### src/rtl/nan_pkg.sv
// Shared constants and state encoding for the NanEye capture/decode path.
package nan_pkg;

    localparam int unsigned NAN_ROW    = 250;
    localparam int unsigned NAN_COL    = 250;
    localparam int unsigned NAN_ADDR_W = 16;

    typedef enum logic [1:0] {
        StIdle,
        StCapture,
        StStart,
        StWaitDec
    } nan_wr_state_e;

endpackage

### src/rtl/nan_frame_writer_if.sv
// Pixel-stream input and frame-RAM write bus of the NanEye frame writer.
interface nan_frame_writer_if #(
    parameter int unsigned ADDR_W = nan_pkg::NAN_ADDR_W
);

    logic              pix_valid;
    logic [7:0]        pix_data;
    logic              pix_sof;
    logic              pix_eol;
    logic              wr_en;
    logic [ADDR_W-1:0] wr_addr;
    logic [7:0]        wr_data;

    modport master (
        output pix_valid, pix_data, pix_sof, pix_eol,
        input  wr_en, wr_addr, wr_data
    );

    modport slave (
        input  pix_valid, pix_data, pix_sof, pix_eol,
        output wr_en, wr_addr, wr_data
    );

endinterface

### src/rtl/nan_frame_writer.sv
// Writes the raw NanEye pixel stream into the frame RAM and hands complete
// frames to the Bayer decoder, holding off new frames until it is done.
module nan_frame_writer
    import nan_pkg::*;
#(
    parameter int unsigned ROW    = NAN_ROW,
    parameter int unsigned COL    = NAN_COL,
    parameter int unsigned ADDR_W = NAN_ADDR_W
) (
    input  logic               clk,
    input  logic               reset,
    nan_frame_writer_if.slave  bus,
    input  logic               dec_done,
    input  logic               err_clr,
    output logic               dec_start,
    output logic               busy,
    output logic [15:0]        frame_cnt,
    output logic [7:0]         drop_cnt,
    output logic               err_line,
    output logic               err_frame
);

    localparam int unsigned XW = $clog2(COL + 1);
    localparam int unsigned YW = (ROW > 1) ? $clog2(ROW) : 1;

    localparam logic [XW-1:0]     ColX  = XW'(COL);
    localparam logic [XW:0]       ColX1 = (XW + 1)'(COL);
    localparam logic [XW:0]       OneX1 = (XW + 1)'(1);
    localparam logic [YW-1:0]     LastY = YW'(ROW - 1);
    localparam logic [ADDR_W-1:0] ColA  = ADDR_W'(COL);

    if (longint'(ROW) * longint'(COL) > (longint'(1) << ADDR_W)) begin : g_size_check
        $error("nan_frame_writer: ROW*COL does not fit in ADDR_W address bits");
    end

    nan_wr_state_e     state_q, state_d;
    logic [XW-1:0]     x_q, x_d;
    logic [YW-1:0]     y_q, y_d;
    logic [ADDR_W-1:0] rb_q, rb_d;
    logic              wr_en_q, wr_en_d;
    logic [ADDR_W-1:0] wr_addr_q, wr_addr_d;
    logic [7:0]        wr_data_q, wr_data_d;
    logic [15:0]       frame_cnt_q, frame_cnt_d;
    logic [7:0]        drop_cnt_q, drop_cnt_d;
    logic              err_line_q, err_line_d;
    logic              err_frame_q, err_frame_d;

    logic              sof_hit;
    logic              accept;
    logic [XW-1:0]     x_cur;
    logic [YW-1:0]     y_cur;
    logic [ADDR_W-1:0] rb_cur;
    logic [XW:0]       x_inc;

    always_comb begin
        state_d     = state_q;
        x_d         = x_q;
        y_d         = y_q;
        rb_d        = rb_q;
        wr_en_d     = 1'b0;
        wr_addr_d   = wr_addr_q;
        wr_data_d   = wr_data_q;
        frame_cnt_d = frame_cnt_q;
        drop_cnt_d  = drop_cnt_q;
        // Clear first so that a same-cycle error event below wins.
        err_line_d  = err_line_q & ~err_clr;
        err_frame_d = err_frame_q & ~err_clr;
        sof_hit     = bus.pix_valid & bus.pix_sof;
        accept      = 1'b0;
        x_cur       = x_q;
        y_cur       = y_q;
        rb_cur      = rb_q;
        x_inc       = '0;

        unique case (state_q)
            StIdle: accept = sof_hit;
            StCapture: begin
                accept = bus.pix_valid;
                if (sof_hit) err_frame_d = 1'b1;
            end
            StStart: begin
                frame_cnt_d = frame_cnt_q + 16'd1;
                state_d     = StWaitDec;
            end
            StWaitDec: begin
                if (sof_hit && drop_cnt_q != 8'hff) drop_cnt_d = drop_cnt_q + 8'd1;
                if (dec_done) state_d = StIdle;
            end
            default: state_d = StIdle;
        endcase

        if (accept) begin
            // An SOF pixel is pixel 0 of line 0, whatever came before it.
            if (bus.pix_sof) begin
                x_cur   = '0;
                y_cur   = '0;
                rb_cur  = '0;
                state_d = StCapture;
            end
            if (x_cur < ColX) begin
                wr_en_d   = 1'b1;
                wr_addr_d = rb_cur + ADDR_W'(x_cur);
                wr_data_d = bus.pix_data;
            end else begin
                err_line_d = 1'b1;
            end
            x_inc = {1'b0, x_cur} + OneX1;
            if (bus.pix_eol) begin
                if (x_inc != ColX1) err_line_d = 1'b1;
                x_d  = '0;
                y_d  = y_cur + YW'(1);
                rb_d = rb_cur + ColA;
                if (y_cur == LastY) state_d = StStart;
            end else begin
                x_d  = (x_cur == ColX) ? x_cur : x_inc[XW-1:0];
                y_d  = y_cur;
                rb_d = rb_cur;
            end
        end
    end

    always_ff @(posedge clk) begin
        if (reset) begin
            state_q     <= StIdle;
            x_q         <= '0;
            y_q         <= '0;
            rb_q        <= '0;
            wr_en_q     <= 1'b0;
            wr_addr_q   <= '0;
            wr_data_q   <= '0;
            frame_cnt_q <= '0;
            drop_cnt_q  <= '0;
            err_line_q  <= 1'b0;
            err_frame_q <= 1'b0;
        end else begin
            state_q     <= state_d;
            x_q         <= x_d;
            y_q         <= y_d;
            rb_q        <= rb_d;
            wr_en_q     <= wr_en_d;
            wr_addr_q   <= wr_addr_d;
            wr_data_q   <= wr_data_d;
            frame_cnt_q <= frame_cnt_d;
            drop_cnt_q  <= drop_cnt_d;
            err_line_q  <= err_line_d;
            err_frame_q <= err_frame_d;
        end
    end

    assign bus.wr_en   = wr_en_q;
    assign bus.wr_addr = wr_addr_q;
    assign bus.wr_data = wr_data_q;
    assign dec_start   = (state_q == StStart);
    assign busy        = (state_q != StIdle);
    assign frame_cnt   = frame_cnt_q;
    assign drop_cnt    = drop_cnt_q;
    assign err_line    = err_line_q;
    assign err_frame   = err_frame_q;

endmodule

### src/flat_wrapper.sv
// flat-port wrapper written by rule: the top's interface ports become plain ports
module nan_frame_writer_flat import nan_pkg::*;
#(
    parameter int unsigned ROW    = NAN_ROW,
    parameter int unsigned COL    = NAN_COL,
    parameter int unsigned ADDR_W = NAN_ADDR_W
)
  (clk, reset, dec_done, err_clr, dec_start, busy, frame_cnt, drop_cnt, err_line, err_frame, bus_pix_valid, bus_pix_data, bus_pix_sof, bus_pix_eol, bus_wr_en, bus_wr_addr, bus_wr_data);
  nan_frame_writer_if #(.ADDR_W(ADDR_W)) bus_i ();
  input  logic clk;
  input  logic reset;
  input  logic dec_done;
  input  logic err_clr;
  output logic dec_start;
  output logic busy;
  output logic [15:0] frame_cnt;
  output logic [7:0] drop_cnt;
  output logic err_line;
  output logic err_frame;
  input wire logic [$bits(bus_i.pix_valid)-1:0] bus_pix_valid;
  input wire logic [$bits(bus_i.pix_data)-1:0] bus_pix_data;
  input wire logic [$bits(bus_i.pix_sof)-1:0] bus_pix_sof;
  input wire logic [$bits(bus_i.pix_eol)-1:0] bus_pix_eol;
  output wire logic [$bits(bus_i.wr_en)-1:0] bus_wr_en;
  output wire logic [$bits(bus_i.wr_addr)-1:0] bus_wr_addr;
  output wire logic [$bits(bus_i.wr_data)-1:0] bus_wr_data;
  assign bus_i.pix_valid = bus_pix_valid;
  assign bus_i.pix_data = bus_pix_data;
  assign bus_i.pix_sof = bus_pix_sof;
  assign bus_i.pix_eol = bus_pix_eol;
  assign bus_wr_en = bus_i.wr_en;
  assign bus_wr_addr = bus_i.wr_addr;
  assign bus_wr_data = bus_i.wr_data;
  nan_frame_writer #(.ROW(ROW), .COL(COL), .ADDR_W(ADDR_W)) u_core (.clk(clk), .reset(reset), .bus(bus_i), .dec_done(dec_done), .err_clr(err_clr), .dec_start(dec_start), .busy(busy), .frame_cnt(frame_cnt), .drop_cnt(drop_cnt), .err_line(err_line), .err_frame(err_frame));
endmodule
### config.mk
export PLATFORM = sky130hd
export DESIGN_NAME = nan_frame_writer_flat
export DESIGN_NICKNAME = d
export VERILOG_FILES = /design/src/rtl/nan_pkg.sv /design/src/rtl/nan_frame_writer_if.sv /design/src/rtl/nan_frame_writer.sv /design/src/flat_wrapper.sv
export SDC_FILE = /design/constraint.sdc
export NUM_CORES = 1
export LEC_CHECK = 0
export CAP_MARGIN = 10
export CELL_PAD_IN_SITES_DETAIL_PLACEMENT = 1
export CELL_PAD_IN_SITES_GLOBAL_PLACEMENT = 2
export CORE_ASPECT_RATIO = 1.25
export CORE_MARGIN = 2
export CORE_UTILIZATION = 32
export DETAILED_ROUTE_END_ITERATION = 10
export PLACE_DENSITY_LB_ADDON = 0.25
export REMOVE_ABC_BUFFERS = 1
export SYNTH_ARGS = -nofsm -noshare
export SYNTH_HDL_FRONTEND = slang
export SYNTH_SLANG_ARGS = --single-unit
export TNS_END_PERCENT = 100
### constraint.sdc
create_clock -name clk -period 2.8 [get_ports clk]
set_clock_uncertainty 0.05 [all_clocks]
set_input_delay 0.28 -clock clk [delete_from_list [all_inputs] [get_ports clk]]
set_output_delay 0.28 -clock clk [all_outputs]
set_load 0.01 [all_outputs]
* After elaboration in Yosys (flattened, before gate mapping)
Index checks and enable logic that the tools add are counted.
Word-level totals: register bits after elaboration 85, bits of input ports 15, output and inout port bits 53, word-level logic and storage cells 60
Cells by class: add/subtract/negate cells 6, magnitude comparators 1, equality and inequality tests 7, multiplexer cells 24, bitwise operators 5, reductions and logical operators 6
Operators by type and width (count):
- two-way mux 8 bit | 7
- two-way mux 16 bit | 3
- adder 16 x 1 -> 16 bit (second input constant) | 1
- adder 16 x 8 -> 16 bit | 1
- adder 16 x 8 -> 16 bit (second input constant) | 1
- adder 8 x 1 -> 8 bit (second input constant) | 2
- == test 8 bit (second input constant) | 2
- two-way mux 2 bit | 5
- adder 8 x 1 -> 9 bit (second input constant) | 1
- inequality test 9 x 8 -> 1 bit (second input constant) | 1
- less-than comparator 8 bit (second input constant) | 1
- inequality test 8 bit (second input constant) | 1
- two-way mux 1 bit | 7
- == test 2 bit (second input constant) | 2
- case mux 2 bit (2 select lines) | 1
- AND reduction 2 bit | 2
- bitwise AND 1 bit | 3
- == test 2 x 1 -> 1 bit (second input constant) | 1
- logical NOT 2 bit | 1
- NOT 1 bit | 2
- case mux 1 bit (2 select lines) | 1
- nonzero test 2 bit | 1
- OR reduction 2 bit | 1
- logical AND 1 bit | 1

* Longest topological paths before layout
Gate-level depths: netlist of the first run.
depth after elaboration 8, depth in mapped cells 12, depth with buffers taken out 9

* Worst setup path before layout of the first run
No wires, ideal clock.
path type input-to-reg, start point in bus_pix_sof, end point reg u_core.wr_addr_q[14], in the netlist u_core.bus.wr_addr[14], setup time 88 ps, data arrival time 2517 ps, required time 2662 ps, slack 145 ps, stages on the path 11, path buffers 3, cell sequence buf_2 > buf_2 > clkbuf_1 > nor2b_1 > ha_1 > fa_1 > a211oi_1 > o211ai_1 > nand2_1 > o21ai_0 > a311oi_2
Between the ends: longest elaborated chain between the ends 4, elaborated cells on any way between the ends 9, classes of those cells add/sub (1); order compare (1); mux (5); bitwise (1); reduce/logical (1)
RTL lines:
- from (decl) | line flat_wrapper.sv:22 | input wire logic [$bits(bus_i.pix_sof)-1:0] bus_pix_sof;
- parallel branches: the longest is 4 deep, another holds adder 16 x 8 -> 16 bit
- to (signal assigned) | line nan_frame_writer.sv:141 | wr_addr_q <= wr_addr_d;
- to (decl) | line nan_frame_writer.sv:41 | logic [ADDR_W-1:0] wr_addr_q, wr_addr_d;
Parallel ways; which one is timed is not known. The select of a mux whose other input is x is not followed. A chain may end at the register's enable or synchronous reset.

* Final worst setup path of the first run
Same ends and word-level chain as after synthesis.

==> results.md, run 1 <==
## Run status
• **run status** complete, no violations

## Setup path
• **R2R Path End** u_core.bus.wr_addr[14]
• **cell depth of the worst flop-to-flop path** 7
• **worst-path cell with the longest stage delay** sky130_fd_sc_hd__clkdlybuf4s50_1
• **Startpoint Class** input pin
• **sequence of cells on the critical path** clkdlybuf4s50_1, buf_12, nor2b_1, ha_1, fa_1, a211oi_1, o211ai_1, nand2_1, o21ai_0, a311oi_2
• **beginning of the worst register-to-register path** u_core.x_q[1]
• **CP peak stage delay** 0.52 ns
• **crit end category** flip-flop
• **critical path class** input pin to flip-flop
• **Max FO, Critical Path** 18
• **worst endpoint data arrival time** 2.70 ns
• **Worst setup startpoint** bus_pix_sof
• **required time at the worst-slack endpoint** 3.01 ns
• **r2r setup slk** 0.44 ns

## Final layout
• **layout cell share with drive strength beyond 1** 9.56%
• **number of inserted diodes** 0
• **net count of the finished layout** 664
• **fill count** 1612
• **area growth from synthesis to final layout** 30.0%

## Power
• **ratio of total power to cell area** 477 mW/mm^2
• **highest ir drop seen on vdd** 0.226 mV
• **static leakage** 2.10 nW
• **total power after layout** 2.72 mW

## Clocking
• **clock latency on the worst-skew pair** 0.34 ns
• **CTS Hold Bufs** 0
• **count of instances resized after the clock tree is built** 0
• **total clock buffers created by CTS** 9
• **clock-pin transition on the worst setup and hold timing paths** 0.07 ns
• **Bufs on Longest Clock Path** 2
• **clock sink total** 85
• **post-CTS setup buffers** 0
• **TritonCTS clock tree** done
• **number of H-tree levels** 3
• **clock tree root driver cell** sky130_fd_sc_hd__clkbuf_16

## Yosys
• **top cells by area in the synthesized netlist** sky130_fd_sc_hd__dfxtp_1 39%, sky130_fd_sc_hd__nand2_1 7.4%, sky130_fd_sc_hd__nor2_1 6.0%
• **Top FF cell, synth** sky130_fd_sc_hd__dfxtp_1
• **number of flops mapped to enable cells by yosys** 0
• **Post-Syn Instances** 550
• **number of warnings issued by yosys** 0
• **average size of a mapped cell** 7.98 um^2
• **asr flop ratio synth** 0%
• **number of synthesized register bits** 85
• **Unique masters post-synth** 58
• **area of the mapped netlist** 0.00439 mm^2
• **share of the synthesized area in the top cell type** 38.8%
• **dominant cell type by area after synthesis** sky130_fd_sc_hd__dfxtp_1
• **sequential fraction of the synthesis area** 38.8%

## Floorplan
• **Total Die Area** 0.0147 mm^2
• **IO Count** 68
• **starting density of the core** 32.9%
• **site row count** 47
• **area inside the core boundary** 0.0133 mm^2
• **chip height** 135 um
• **x dimension of the die** 109 um

## STA
• **final worst-path cycle share** 88.9%
• **final hold violation count** 0
• **worst slew slack as a fraction of its limit** 56.3%
• **maximum achievable frequency** 402 MHz
• **measured slew at the worst slew-check pin** 0.655 ns
• **crit path time final** 2.49 ns
• **final total negative setup slack** 0 ns
• **final count of pins violating max slew** 0
• **final-report setup violation count** 0
• **final worst hold slack** 0.390 ns
• **RSZ-0062 raised after global routing** no

## Detailed routing
• **router iterations before antenna repair** 4
• **number of DRC violations after detailed-routing iteration 0** 125
• **via count of the routed design** 4030
• **Via density** 4.98
• **post-detailed-routing wire length** 11.6 mm
• **DRC viols** 0
• **final routed wire length divided by cell count** 14.4 um
• **number of nets with antenna violations after detailed routing** 0

## Min path
• **beginning of the worst hold path** reset
• **class of the most critical hold timing path** input pin to flip-flop
• **sink of the worst hold path** u_core.drop_cnt[0]
• **Hold Crit Depth** 2

## GRT
• **via count of the first global-routing pass** 4152
• **total global routing track utilization** 16.7%
• **met3 global-route usage** 3.33%
• **met2 Use GR** 29.4%
• **wire length of the first global-routing pass** 19.7 mm
• **met1 capacity usage during global routing** 20.6%
• **initial antenna violation count** 0
• **maximum number of pins on one net before global-route repair** 36
• **residual overflow from global routing** 0
• **busiest layer in global routing** met2

## Place
• **HPWL after DPL** 8.65 mm
• **routability congestion estimate** 0.817
• **buffers added on ports** 67

## Job
• **maxcap violations** 0

[cell type report]
cell class	instances	area [um^2]	area share, %
inverter	9	33.8	0.592
sequential	85	1700	29.8
timing repair buffer	99	931	16.3
clock inverter	6	70.1	1.23
clock buffer	10	229	4.01
multi-input combinational	429	2530	44.3
tap	171	214	3.75
[routing by layer]
layer | vias up | wire (um) | part of all wire, %
li1 | 2039 | - | -
met1 | 1932 | 5330 | 46
met2 | 49 | 5830 | 50
met3 | 10 | 318 | 2.7
met4 | 0 | 133 | 1.1
met5 | - | 0 | 0
[worst max-delay path, delay by kind of cell]
| kind | cells | cell delay, ns |
|---|---|---|
| compound gates | 4 | 0.92 |
| buf+inv | 2 | 0.67 |
| simple gates | 2 | 0.21 |
| fa+ha+maj | 2 | 0.61 |
[synth_stat cells (all sizes together), types with 2 or more instances]
master / number
a211oi: 6
a21o: 2
a21oi: 42
a31oi: 3
a32oi: 2
and2: 2
and2b: 2
and3: 7
and4: 4
buf: 12
clkbuf: 15
dfxtp: 85
ha: 15
inv: 9
nand2: 87
nand2b: 3
nand3: 26
nand3b: 4
nand4: 12
nor2: 70
nor2b: 24
nor3: 9
nor3b: 4
nor4: 4
nor4b: 2
o211ai: 2
o21ai: 19
o31ai: 2
or2: 4
or3: 7
xnor2: 26
xor2: 23
[how the worst max path moves through the flow]
stage | end | cells after the start
final | u_core.bus.wr_addr[14] | 10
after global routing | u_core.bus.wr_addr[13] | 10
after CTS | u_core.bus.wr_addr[14] | 10
after detailed placement | u_core.bus.wr_addr[14] | 10
after global placement | u_core.bus.wr_addr[14] | 10
after floorplan | u_core.bus.wr_addr[15] | 6
[flip-flops by register name (all words and copies together), names as in the netlist, 2 cells and up]
signal and cells:
u_core.drop_cnt 8, u_core.y_q 8, u_core.x_q 8, u_core.bus.wr_addr 16, u_core.state_q 2, u_core.bus.wr_data 8
u_core.frame_cnt 16, u_core.rb_q 16
[power by group]
group | leakage (nW) | switching, mW | internal (mW) | total, mW
Clock | 0.136 | 0.527 | 0.698 | 1.23
Sequential | 0.688 | 0.0171 | 1.23 | 1.25
Combinational | 1.27 | 0.136 | 0.112 | 0.248
[placed cells by master, fill, tap and decap left out, drive strengths merged, types with 6 or more instances in the layout]
cell / instances
dfxtp: 85
o21ai: 19
nand3: 26
a211oi: 6
nor2b: 24
and3: 7
clkdlybuf4s50: 66
a21oi: 42
nor2: 70
nand4: 12
ha: 15
nor3: 9
inv: 11
xnor2: 26
or3: 7
nand2: 87
buf: 33
clkbuf: 10
xor2: 23
[through the flow]
stage	cell area [um^2]	setup WS, ns	utilization [%]	cells
detailed placement	5410	-0.0984	40.5	793
global placement	5410	0.0238	40.5	793
floorplan	4260	0.303	-	523
finish	5710	0.311	42.8	809
global route	5710	0.108	42.8	809
CTS	5710	0.264	42.8	809
[kinds of logic (layout without fill, tap and decap cells)]
| logic type | after synthesis | in the layout | synth area share (%) |
|---|---|---|---|
| adder cells (fa/ha/maj) | 16 | 16 | 4.73 |
| AND/OR/NAND/NOR | 274 | 274 | 30.3 |
| flip-flops | 85 | 85 | 38.8 |
| AO/OA/AOI/OAI | 89 | 89 | 12.5 |
| XOR/XNOR | 49 | 49 | 9.78 |
| buffers and inverters | 36 | 124 | 3.68 |
| multiplexers | 1 | 1 | 0.228 |
Note: power is estimated with default switching activity, not from simulation.
==> run 2, diff against run 1 <==
==> constraint.sdc (replaced) <==
create_clock -name clk -period 2.3 [get_ports clk]
set_clock_uncertainty 0.05 [all_clocks]
set_input_delay 0.23 -clock clk [delete_from_list [all_inputs] [get_ports clk]]
set_output_delay 0.23 -clock clk [all_outputs]
set_load 0.01 [all_outputs]
==> results.md, run 2 (synthesis results as in run 1) <==
## Clocking
• **total clock buffers created by CTS** 9, unchanged
• **number of H-tree levels** 3, unchanged
• **clock tree root driver cell** sky130_fd_sc_hd__clkbuf_16
• **clock latency on the worst-skew pair** 0.34 ns, about the same
• **Bufs on Longest Clock Path** 2, unchanged
• **TritonCTS clock tree** done
• **clock sink total** 85, unchanged
• **clock-pin transition on the worst setup and hold timing paths** 0.07 ns, about the same

## STA
• **final-report setup violation count** 0, unchanged
• **minimum setup slack in the final design** 0.0862 ns, -0.225 ns
• **measured slew at the worst slew-check pin** 0.523 ns, -0.133 ns
• **final total negative setup slack** 0 ns, unchanged
• **maximum achievable frequency** 452 MHz
• **final worst-path cycle share** 96.3%
• **final count of pins violating max slew** 0, unchanged
• **worst slew slack as a fraction of its limit** 65.1%, +8.8 points
• **final worst hold slack** 0.292 ns, -0.0977 ns
• **crit path time final** 2.21 ns
• **final hold violation count** 0, unchanged

## GRT
• **residual overflow from global routing** 0, unchanged
• **maximum number of pins on one net before global-route repair** 37, +2.8%
• **initial antenna violation count** 0, unchanged
• **via count of the first global-routing pass** 4288, +3.3%
• **total global routing track utilization** 17.0%, +0.24 points
• **wire length of the first global-routing pass** 20.0 mm, +1.4%

## Floorplan
• **Total Die Area** 0.0147 mm^2, unchanged
• **IO Count** 68, unchanged
• **area inside the core boundary** 0.0133 mm^2, unchanged
• **x dimension of the die** 109 um, unchanged
• **site row count** 47, unchanged
• **starting density of the core** 32.9%, unchanged
• **chip height** 135 um, unchanged

## Final layout
• **highest-count cells in the layout ignoring fill and taps** 87 x sky130_fd_sc_hd__nand2_1, 85 x sky130_fd_sc_hd__dfxtp_1, 69 x sky130_fd_sc_hd__nor2_1
• **summed area of non-filler cells in the final layout** 0.00599 mm^2, +5.0%
• **fill count** 1609, -0.19%
• **most frequent standard cell in the layout excluding fill and tap cells** sky130_fd_sc_hd__nand2_1
• **number of inserted diodes** 0, unchanged
• **layout cell share with drive strength beyond 1** 16.3%, +6.8 points
• **net count of the finished layout** 700, +5.4%
• **area growth from synthesis to final layout** 36.5%

## Detailed routing
• **met2 WL post-DR** 6.14 mm, +5.2%
• **number of DRC violations after detailed-routing iteration 0** 130, +4.0%
• **met3 WL post-DR** 276 um, -13%
• **detailed-routing wirelength on met1** 5.48 mm, +2.8%
• **Via density** 5.00, +0.40%
• **top routing layer in use** met4
• **final routed wire length divided by cell count** 14.3 um, -0.64%
• **router iterations before antenna repair** 4, unchanged
• **via count of the routed design** 4226, +4.9%
• **DRC viols** 0, unchanged
• **post-detailed-routing wire length** 12.1 mm, +3.8%
• **number of nets with antenna violations after detailed routing** 0, unchanged

## Place
• **placed instance area** 0.00565 mm^2, +4.4%
• **Worst Setup Slack post-DPL** -0.509 ns, -0.410 ns
• **buffers added on ports** 67, unchanged
• **routability congestion estimate** 0.785, -3.9%
• **HPWL after DPL** 9.07 mm, +4.9%

## Min path
• **class of the most critical hold timing path** input pin to flip-flop

## Setup path
• **Startpoint Class** flip-flop
• **required time at the worst-slack endpoint** 2.51 ns, -0.50 ns
• **crit end category** flip-flop
• **Max FO, Critical Path** 3, -15
• **critical path class** flip-flop to flip-flop
• **worst endpoint data arrival time** 2.42 ns, -0.28 ns

## Run status
• **run status** complete, no violations

## Power
• **highest ir drop seen on vdd** 0.252 mV, +11%
• **ratio of total power to cell area** 533 mW/mm^2, +12%
• **static leakage** 2.28 nW, +8.5%

## Job
• **maxcap violations** 0, unchanged

[run 2: area by class of cell]
type / count / area, um^2 / area share, %
Clock buffer: 10 / 229 / 3.82
Multi-Input combinational cell: 429 / 2570 / 43.0
Tap cell: 171 / 214 / 3.57
Inverter: 9 / 33.8 / 0.564
Sequential cell: 85 / 1700 / 28.4
Clock inverter: 6 / 40.0 / 0.668
Timing Repair Buffer: 135 / 1200 / 20.0
[run 2: metrics by stage]
step	instances	utilization [%]	power, mW
after detailed placement	825	42.3	1.88
after global routing	845	44.9	3.33
after CTS	844	44.7	3.25
final	845	44.9	3.20
after global placement	825	42.3	1.87
after floorplan	523	-	1.68
[run 2: path summary, 6_finish.rpt]
check / cells past startpoint / slack (ns) / start / end
worst min-delay path: 2 / 0.29 / reset / u_core.bus.wr_en
worst max register to register: 8 / 0.09 / u_core.rb_q[0] / u_core.bus.wr_addr[14]
worst min register to register: 2 / 0.41 / u_core.err_line / u_core.err_line
worst max-delay path: 8 / 0.09 / u_core.rb_q[0] / u_core.bus.wr_addr[14]
[run 2: repair_timing]
item	CTS	global route
hold buffers	0	0
setup endpoints to repair	8	5
buffers inserted	3	1
pin swaps	5	6
resized for setup	9	6
[run 2: per-layer routing]
metal | global-route usage, % | up-vias
met5 | 0 | -
met1 | 20.4 | 2052
met4 | 5.56 | 0
met3 | 2.94 | 10
li1 | - | 2115
met2 | 30.2 | 49
[run 2: power by group]
group / internal, mW / switching, mW / total [mW]
registers: 1.50 / 0.0196 / 1.52
logic: 0.151 / 0.175 / 0.326
clock network: 0.730 / 0.619 / 1.35
[run 2: critical path, stage by stage (launching register included)]
cell and delay (ns):
sky130_fd_sc_hd__dfxtp_1 0.36, sky130_fd_sc_hd__nor2b_2 0.16, sky130_fd_sc_hd__ha_2 0.20, sky130_fd_sc_hd__fa_2 0.22, sky130_fd_sc_hd__a211oi_2 0.07, sky130_fd_sc_hd__o211ai_1 0.29, sky130_fd_sc_hd__nand2_1 0.14, sky130_fd_sc_hd__or3_4 0.40
sky130_fd_sc_hd__a311oi_2 0.24
